**config.mk**
```make
export PLATFORM = sky130hd
export DESIGN_NAME = shift_register_universal
export DESIGN_NICKNAME = d
export VERILOG_FILES = /design/src/rtl/shift_register_universal.sv
export SDC_FILE = /design/constraint.sdc
export NUM_CORES = 1
export LEC_CHECK = 0
export CORE_MARGIN = 4
export CORE_UTILIZATION = 45
export CTS_CLUSTER_SIZE = 24
export DETAILED_ROUTE_END_ITERATION = 8
export PLACE_DENSITY = 0.76
export RECOVER_POWER = 25
export SLEW_MARGIN = 20
export SYNTH_ARGS = -nofsm -noshare
export SYNTH_HDL_FRONTEND = slang
export SYNTH_SLANG_ARGS = --single-unit
```
**constraint.sdc**
```tcl
create_clock -name clk -period 1.5 [get_ports clk]
set_input_delay 0.15 -clock clk [delete_from_list [all_inputs] [get_ports clk]]
set_output_delay 0.15 -clock clk [all_outputs]
set_load 0.01 [all_outputs]
```
**src/rtl/shift_register_universal.sv**
```systemverilog
`default_nettype none
// ============================================================================
// Module   : shift_register_universal
// Purpose  : Parametrised universal shift register. Supports hold, logical
//            shift right/left with serial inputs, rotate right/left,
//            arithmetic shift right, parallel load and synchronous clear,
//            gated by a clock enable. A shift-count tracker raises busy
//            after a parallel load and emits a one-cycle done pulse once
//            the loaded word has been shifted N times.
//
// Ports    : clk      - rising-edge clock
//            reset_n  - asynchronous active-low reset
//            en       - clock enable (0 = hold everything, done forced 0)
//            mode     - operation select
//                         000 hold        001 shift right   010 shift left
//                         011 rotate right 100 rotate left  101 arith right
//                         110 load        111 clear
//            SI_R     - serial input entering at bit N-1 on shift right
//            SI_L     - serial input entering at bit 0 on shift left
//            I        - parallel load data
//            Q        - register contents
//            SO_R     - right-shift serial out (Q[0])
//            SO_L     - left-shift serial out (Q[N-1])
//            busy     - loaded word not yet fully shifted out
//            done     - one-cycle pulse after the N-th shift following a load
//
// Revision : 1.0 - initial release
// ============================================================================
module shift_register_universal #(
  parameter int N = 8
) (
  input  logic         clk,
  input  logic         reset_n,
  input  logic         en,
  input  logic [2:0]   mode,
  input  logic         SI_R,
  input  logic         SI_L,
  input  logic [N-1:0] I,
  output logic [N-1:0] Q,
  output logic         SO_R,
  output logic         SO_L,
  output logic         busy,
  output logic         done
);

  // Counter must be able to represent 0..N.
  localparam int CW = $clog2(N + 1);

  // Counter value seen just before the completing (N-th) shift.
  localparam logic [CW-1:0] LAST_COUNT = CW'(N - 1);

  localparam logic [2:0] MODE_HOLD  = 3'b000;
  localparam logic [2:0] MODE_SHR   = 3'b001;
  localparam logic [2:0] MODE_SHL   = 3'b010;
  localparam logic [2:0] MODE_ROR   = 3'b011;
  localparam logic [2:0] MODE_ROL   = 3'b100;
  localparam logic [2:0] MODE_ASR   = 3'b101;
  localparam logic [2:0] MODE_LOAD  = 3'b110;
  localparam logic [2:0] MODE_CLEAR = 3'b111;

  logic [N-1:0]  q_next;
  logic          is_shift;
  logic [CW-1:0] count;
  logic [CW-1:0] count_next;
  logic          busy_next;
  logic          done_next;

  // --------------------------------------------------------------------------
  // Data path: next register value for the selected operation.
  // --------------------------------------------------------------------------
  always_comb begin
    q_next   = Q;
    is_shift = 1'b0;
    case (mode)
      MODE_HOLD: begin
        q_next = Q;
      end
      MODE_SHR: begin
        q_next   = {SI_R, Q[N-1:1]};
        is_shift = 1'b1;
      end
      MODE_SHL: begin
        q_next   = {Q[N-2:0], SI_L};
        is_shift = 1'b1;
      end
      MODE_ROR: begin
        q_next   = {Q[0], Q[N-1:1]};
        is_shift = 1'b1;
      end
      MODE_ROL: begin
        q_next   = {Q[N-2:0], Q[N-1]};
        is_shift = 1'b1;
      end
      MODE_ASR: begin
        // Sign bit is replicated into the vacated MSB.
        q_next   = {Q[N-1], Q[N-1:1]};
        is_shift = 1'b1;
      end
      MODE_LOAD: begin
        q_next = I;
      end
      MODE_CLEAR: begin
        q_next = '0;
      end
      default: begin
        q_next = Q;
      end
    endcase
  end

  // --------------------------------------------------------------------------
  // Shift-count tracker. Only shifts of a loaded word count; shifts while
  // idle move data but leave the tracker alone. A reload while busy simply
  // restarts the count, so the abandoned word never reports done.
  // --------------------------------------------------------------------------
  always_comb begin
    count_next = count;
    busy_next  = busy;
    done_next  = 1'b0;
    if (en) begin
      if (mode == MODE_LOAD) begin
        count_next = '0;
        busy_next  = 1'b1;
      end else if (mode == MODE_CLEAR) begin
        count_next = '0;
        busy_next  = 1'b0;
      end else if (is_shift && busy) begin
        if (count == LAST_COUNT) begin
          count_next = '0;
          busy_next  = 1'b0;
          done_next  = 1'b1;
        end else begin
          count_next = count + CW'(1);
        end
      end
    end
  end

  // --------------------------------------------------------------------------
  // State registers.
  // --------------------------------------------------------------------------
  always_ff @(posedge clk or negedge reset_n) begin
    if (!reset_n) begin
      Q     <= '0;
      count <= '0;
      busy  <= 1'b0;
      done  <= 1'b0;
    end else begin
      if (en) begin
        Q <= q_next;
      end
      count <= count_next;
      busy  <= busy_next;
      // done_next is 0 whenever en is low, so done is a pure one-cycle pulse.
      done  <= done_next;
    end
  end

  // Serial outputs are taps of the register, no extra delay.
  assign SO_R = Q[0];
  assign SO_L = Q[N-1];

endmodule
`default_nettype wire

```
== Yosys cells after proc, flatten, opt, wreduce, memory -nomap -nowiden ==
Index checks and enable logic that the tools add are counted.
Cells by class
  multiply operators: 0
  equal/unequal tests: 8
  mux-type cells: 15
  reductions and logical operators: 9
  bitwise operators: 2
  $lt $le $gt $ge: 0
  div/mod/pow operators: 0
  shift-type cells: 0
  add/subtract/negate cells: 1
Operators by type and width (number)
  $pmux W8 S7: 1
  $mux W4: 4
  $eq A3 B3 Y1 const B: 4
  $mux W1: 10
  $eq A3 B2 Y1 const B: 2
  $reduce_and A3 Y1: 2
  $reduce_bool A3 Y1: 2
  $reduce_or A5 Y1: 1
  $add A4 B1 Y4 const B: 1
  $eq A4 B3 Y1 const B: 1
  $reduce_and A2 Y1: 2
  $eq A3 B1 Y1 const B: 1
  $logic_not A3 Y1: 1
  $not A1 Y1: 2
  $logic_and A1 B1 Y1: 1
Storage, ports and cells
  memory bits (writable): 0
  input bits: 16
  word-level logic and storage cells: 40
  output and inout port bits: 12
  memories: 0
  ROM bits: 0
  bits in latches: 0
  bits in registers: 14

== Depth between registers and ports, before layout ==
  depth in word-level cells: 8
  depth in mapped cells: 5

== Least setup slack after synthesis ==
No wires, ideal clock.
  path kind: reg-to-reg
  start: register count[0]
  end: register busy
  arrival time: 1.096 ns
  required time: 1.435 ns
  cell stages (with the launch flop): 6
  path slack: 0.338 ns
  setup time: 0.065 ns
  cells stage by stage: dfrtp_1 > ha_1 > and3b_1 > o21ai_0 > o21ai_1 > nand2_1
On the way
  word-level cells in the longest chain between the ends: 3
Ends and longest elaborated chain
  start: declaration: line 63  | logic [CW-1:0] count;
  start signal: assignment: line 152  | count <= count_next;
  $eq A4 B3 Y1: line 128  | if (count == LAST_COUNT) begin
  $reduce_bool A3 Y1 (no source line)
  $reduce_and A3 Y1 (no source line)
  end signal: assignment: line 153  | busy <= busy_next;
  end: declaration: line 42  | output logic busy,
No other way between the ends.
A chain may end at the register's enable or synchronous reset.

== Worst setup path after layout ==
  start: register Q[7]
  end: output port SO_L
RTL lines
  start: declaration: line 39  | output logic [N-1:0] Q,
  start signal: assignment: line 150  | Q <= q_next;
  end: declaration: line 41  | output logic SO_L,
No word-level cell between the ends.

==> impl_results.md <==
- Int Pwr: 0.795 mW
- Fin nets: 166
- Share of layout cells above drive strength 1: 0.136
- Clk buf depth: 2
- CTS Sinks: 14
- Vias in the first global route: between 900 and 1000
- Critical path's top delay family: buffers and inverters
- Largest net degree at the start of global routing: 15
- Syn Area/Cell: 8.03 sq um
- P_leak: 0.504 nW
- Register-to-Register Path Depth: 5
- DR vias/cell: 5.75
- Post-Syn Instances: around 110
- I/O Buffers: 27
- Yosys reg bits: 14
- Critical Path Fanout Max: 6
- Pre-antenna DRT Iters: 4
- Slew @ Worst Pin: 0.799 ns
- CP Class: reg2out
- Initial DRC Count: 35
- Initial antenna violation count: 0
- R2R Path Start: count[0]
- Pwr Density: around 950 nW/um^2
- Hold Path Cell Cnt: 3
- Hold Path End: Q[0]
- I/O Pins: 28
- Sequential fraction of the synthesis area: 0.383
- Min Tclk post-route: between 1 and 1.5 ns
- Routed wl met2: 1150 um
- Yosys top cell by area: dfrtp_1
- Drc violations: 0
- Row count: 16
- Seq pwr share: 0.466
- RSZ-0062 raised after global routing: no
- Max transition margin: 0.468
- Top routing layer used: met4
- Combinational fraction of design power: 0.367
- Crit end category: output pin
- Root Driver: clkbuf_4
- Crit path required time: around 1.4 ns
- Worst-path clk slew: roughly 0.07 ns
- Final period utilization: 0.956
- Peak VDD IR: about 0.62 mV
- GRT Residual Overflow: 0
- Fin. max-slew vios: 0
- Setup Skew: 0.000522 ns
- Drt wl/cell: 14.4 um
- Post-route ant nets: 0
- CTS H-Tree Depth: 1
- Bufs and invs on worst path: 1
- Met3 WL: approximately 160 um
- Total GRT Usage: 0.194
- Pre-CTS setup slack: -0.153 ns
- Max Freq: 0.697 GHz
- Width of the die: 53.1 um
- Critical Path Max Stage Delay: around 0.57 ns
- Synth unique cells: 33
- Filler Cell Count: 174
- Post-DP Area: 1260 sq um
- Gpl congestion: between 0.8 and 0.9
- Main synth FF type: dfrtp_1
- Routed WL: 2510 um
- Via count: 1000
- Min-delay src: I[0]
- CP Cell Sequence: clkdlybuf4s50_1
- Syn nets: 131
- First-pass GRT wire length: 4030 um
- Critical path startpoint category: flip-flop
- Diodes inserted: 0
- Worst reg2reg endpoint: busy
- P_sw: about 0.42 mW
- Final setup fails: 0
- EDFF count, synth: 0
- R2r setup slk: approximately 0.19 ns
- Synth Cell Area: approximately 900 sq um
- Switching share of power: 0.348
- Clk Latency, worst-skew pair: 0.28 ns
- Finished layout cell area: between 1000 and 1500 sq um
- Main area contributors after synthesis: dfrtp_1, nand2_1, a21oi_1
- Cts bufs inserted: 3
- Layout area overhead: 40.4%
- M1 wire length: 1130 um
- Chip height: 53.1 um
- Core area: roughly 2000 sq um
- Post-DP HPWL: 1870 um
- Top-count cell post-synth: nand2_1
- HP Class: in2reg
- Worst setup margin: 0.0658 ns
- Yosys Warn Count: 0
- Clock power share: 0.167
- Max_cap viols: 0
- Post-synth ARST share: 1.00
- Top cell type's share of synthesized area: 0.383
- Initial Util: 0.472
- Arrival time at the worst endpoint: 1.28 ns
- Synth top cells by count: nand2_1, a21oi_1, dfrtp_1, nor2_1
- Status: complete, no violations
- Final number of hold-violating endpoints: 0
- Worst path slowest cell: clkdlybuf4s50_1
- CTS tree: done
- Die area: 2820 sq um
-- state kept, by name, indices dropped and copies added, names as in the netlist --
name,flops
done,1
busy,1
Q,8
count,4
-- routing by layer --
metal / vias to the layer above / global-route usage
met5: - / 0
met4: 0 / 0.0638
met3: 12 / 0.0338
met2: 42 / 0.318
met1: 464 / 0.255
li1: 482 / -
-- through the flow --
| step | setup TNS, ns | util | hold slack (ns) | std cells | total power [mW] |
|---|---|---|---|---|---|
| after global routing | 0 | 0.662 | 0.465 | 174 | 1.31 |
| after global placement | -1.18 | 0.649 | 0.470 | 171 | 0.998 |
| after detailed placement | -1.58 | 0.649 | 0.472 | 171 | 1.02 |
| after CTS | 0 | 0.661 | 0.191 | 174 | 1.22 |
| final | 0 | 0.662 | 0.436 | 174 | 1.22 |
| after floorplan | 0 | - | -0.146 | 114 | 0.787 |
-- final cells by class --
cell class	count	area, sq um	area share
Clock buffer	3	22.5	0.0175
Timing Repair Buffer	39	357	0.277
Sequential cell	14	352	0.273
Tap cell	27	33.8	0.0263
Multi-Input combinational cell	90	518	0.403
Inverter	1	3.75	0.00292
-- cell families after synthesis --
| kind of cell | Yosys count | share of synthesized area |
|---|---|---|
| flops | 14 | 0.383 |
| xor+xnor | 1 | 0.00956 |
| fa+ha+maj | 1 | 0.0137 |
| simple gates | 45 | 0.224 |
| buf+inv | 10 | 0.0574 |
| compound gates | 43 | 0.313 |
-- cells in the final DEF (no fill, tap or decap), types with 2 or more instances in the layout --
cell type / n
a21oi_1: 15
a22oi_1: 2
a41oi_1: 6
buf_4: 11
clkbuf_4: 3
clkdlybuf4s50_1: 26
dfrtp_1: 13
nand2_1: 24
nor2_1: 9
nor2b_1: 2
o21a_1: 2
o21ai_0: 3
o21ai_1: 5
o31ai_1: 3
-- power by group through the flow --
| stage | sequential, mW | clock, mW | combinational (mW) |
|---|---|---|---|
| finish | 0.568 | 0.204 | 0.447 |
| global route | 0.582 | 0.232 | 0.496 |
| CTS | 0.563 | 0.211 | 0.449 |
| detailed placement | 0.569 | 0 | 0.446 |
| global placement | 0.564 | 0 | 0.435 |
| floorplan | 0.564 | 0 | 0.223 |
-- worst max path at each step --
stage,from,to,cells past startpoint
final,Q[7],SO_L,1
after global routing,Q[7],SO_L,1
after CTS,Q[6],Q[6],1
after detailed placement,mode[2],Q[1],5
after global placement,mode[0],Q[3],5
after floorplan,count[0],busy,5
-- timing repair --
action / 4_1_cts / 5_1_grt
gates resized for setup: 0 / 3
buffers inserted: 0 / 0
hold buffers: 0 / 0
endpoints found under the setup margin: 0 / 3
Power figures use the tool's default switching activity.
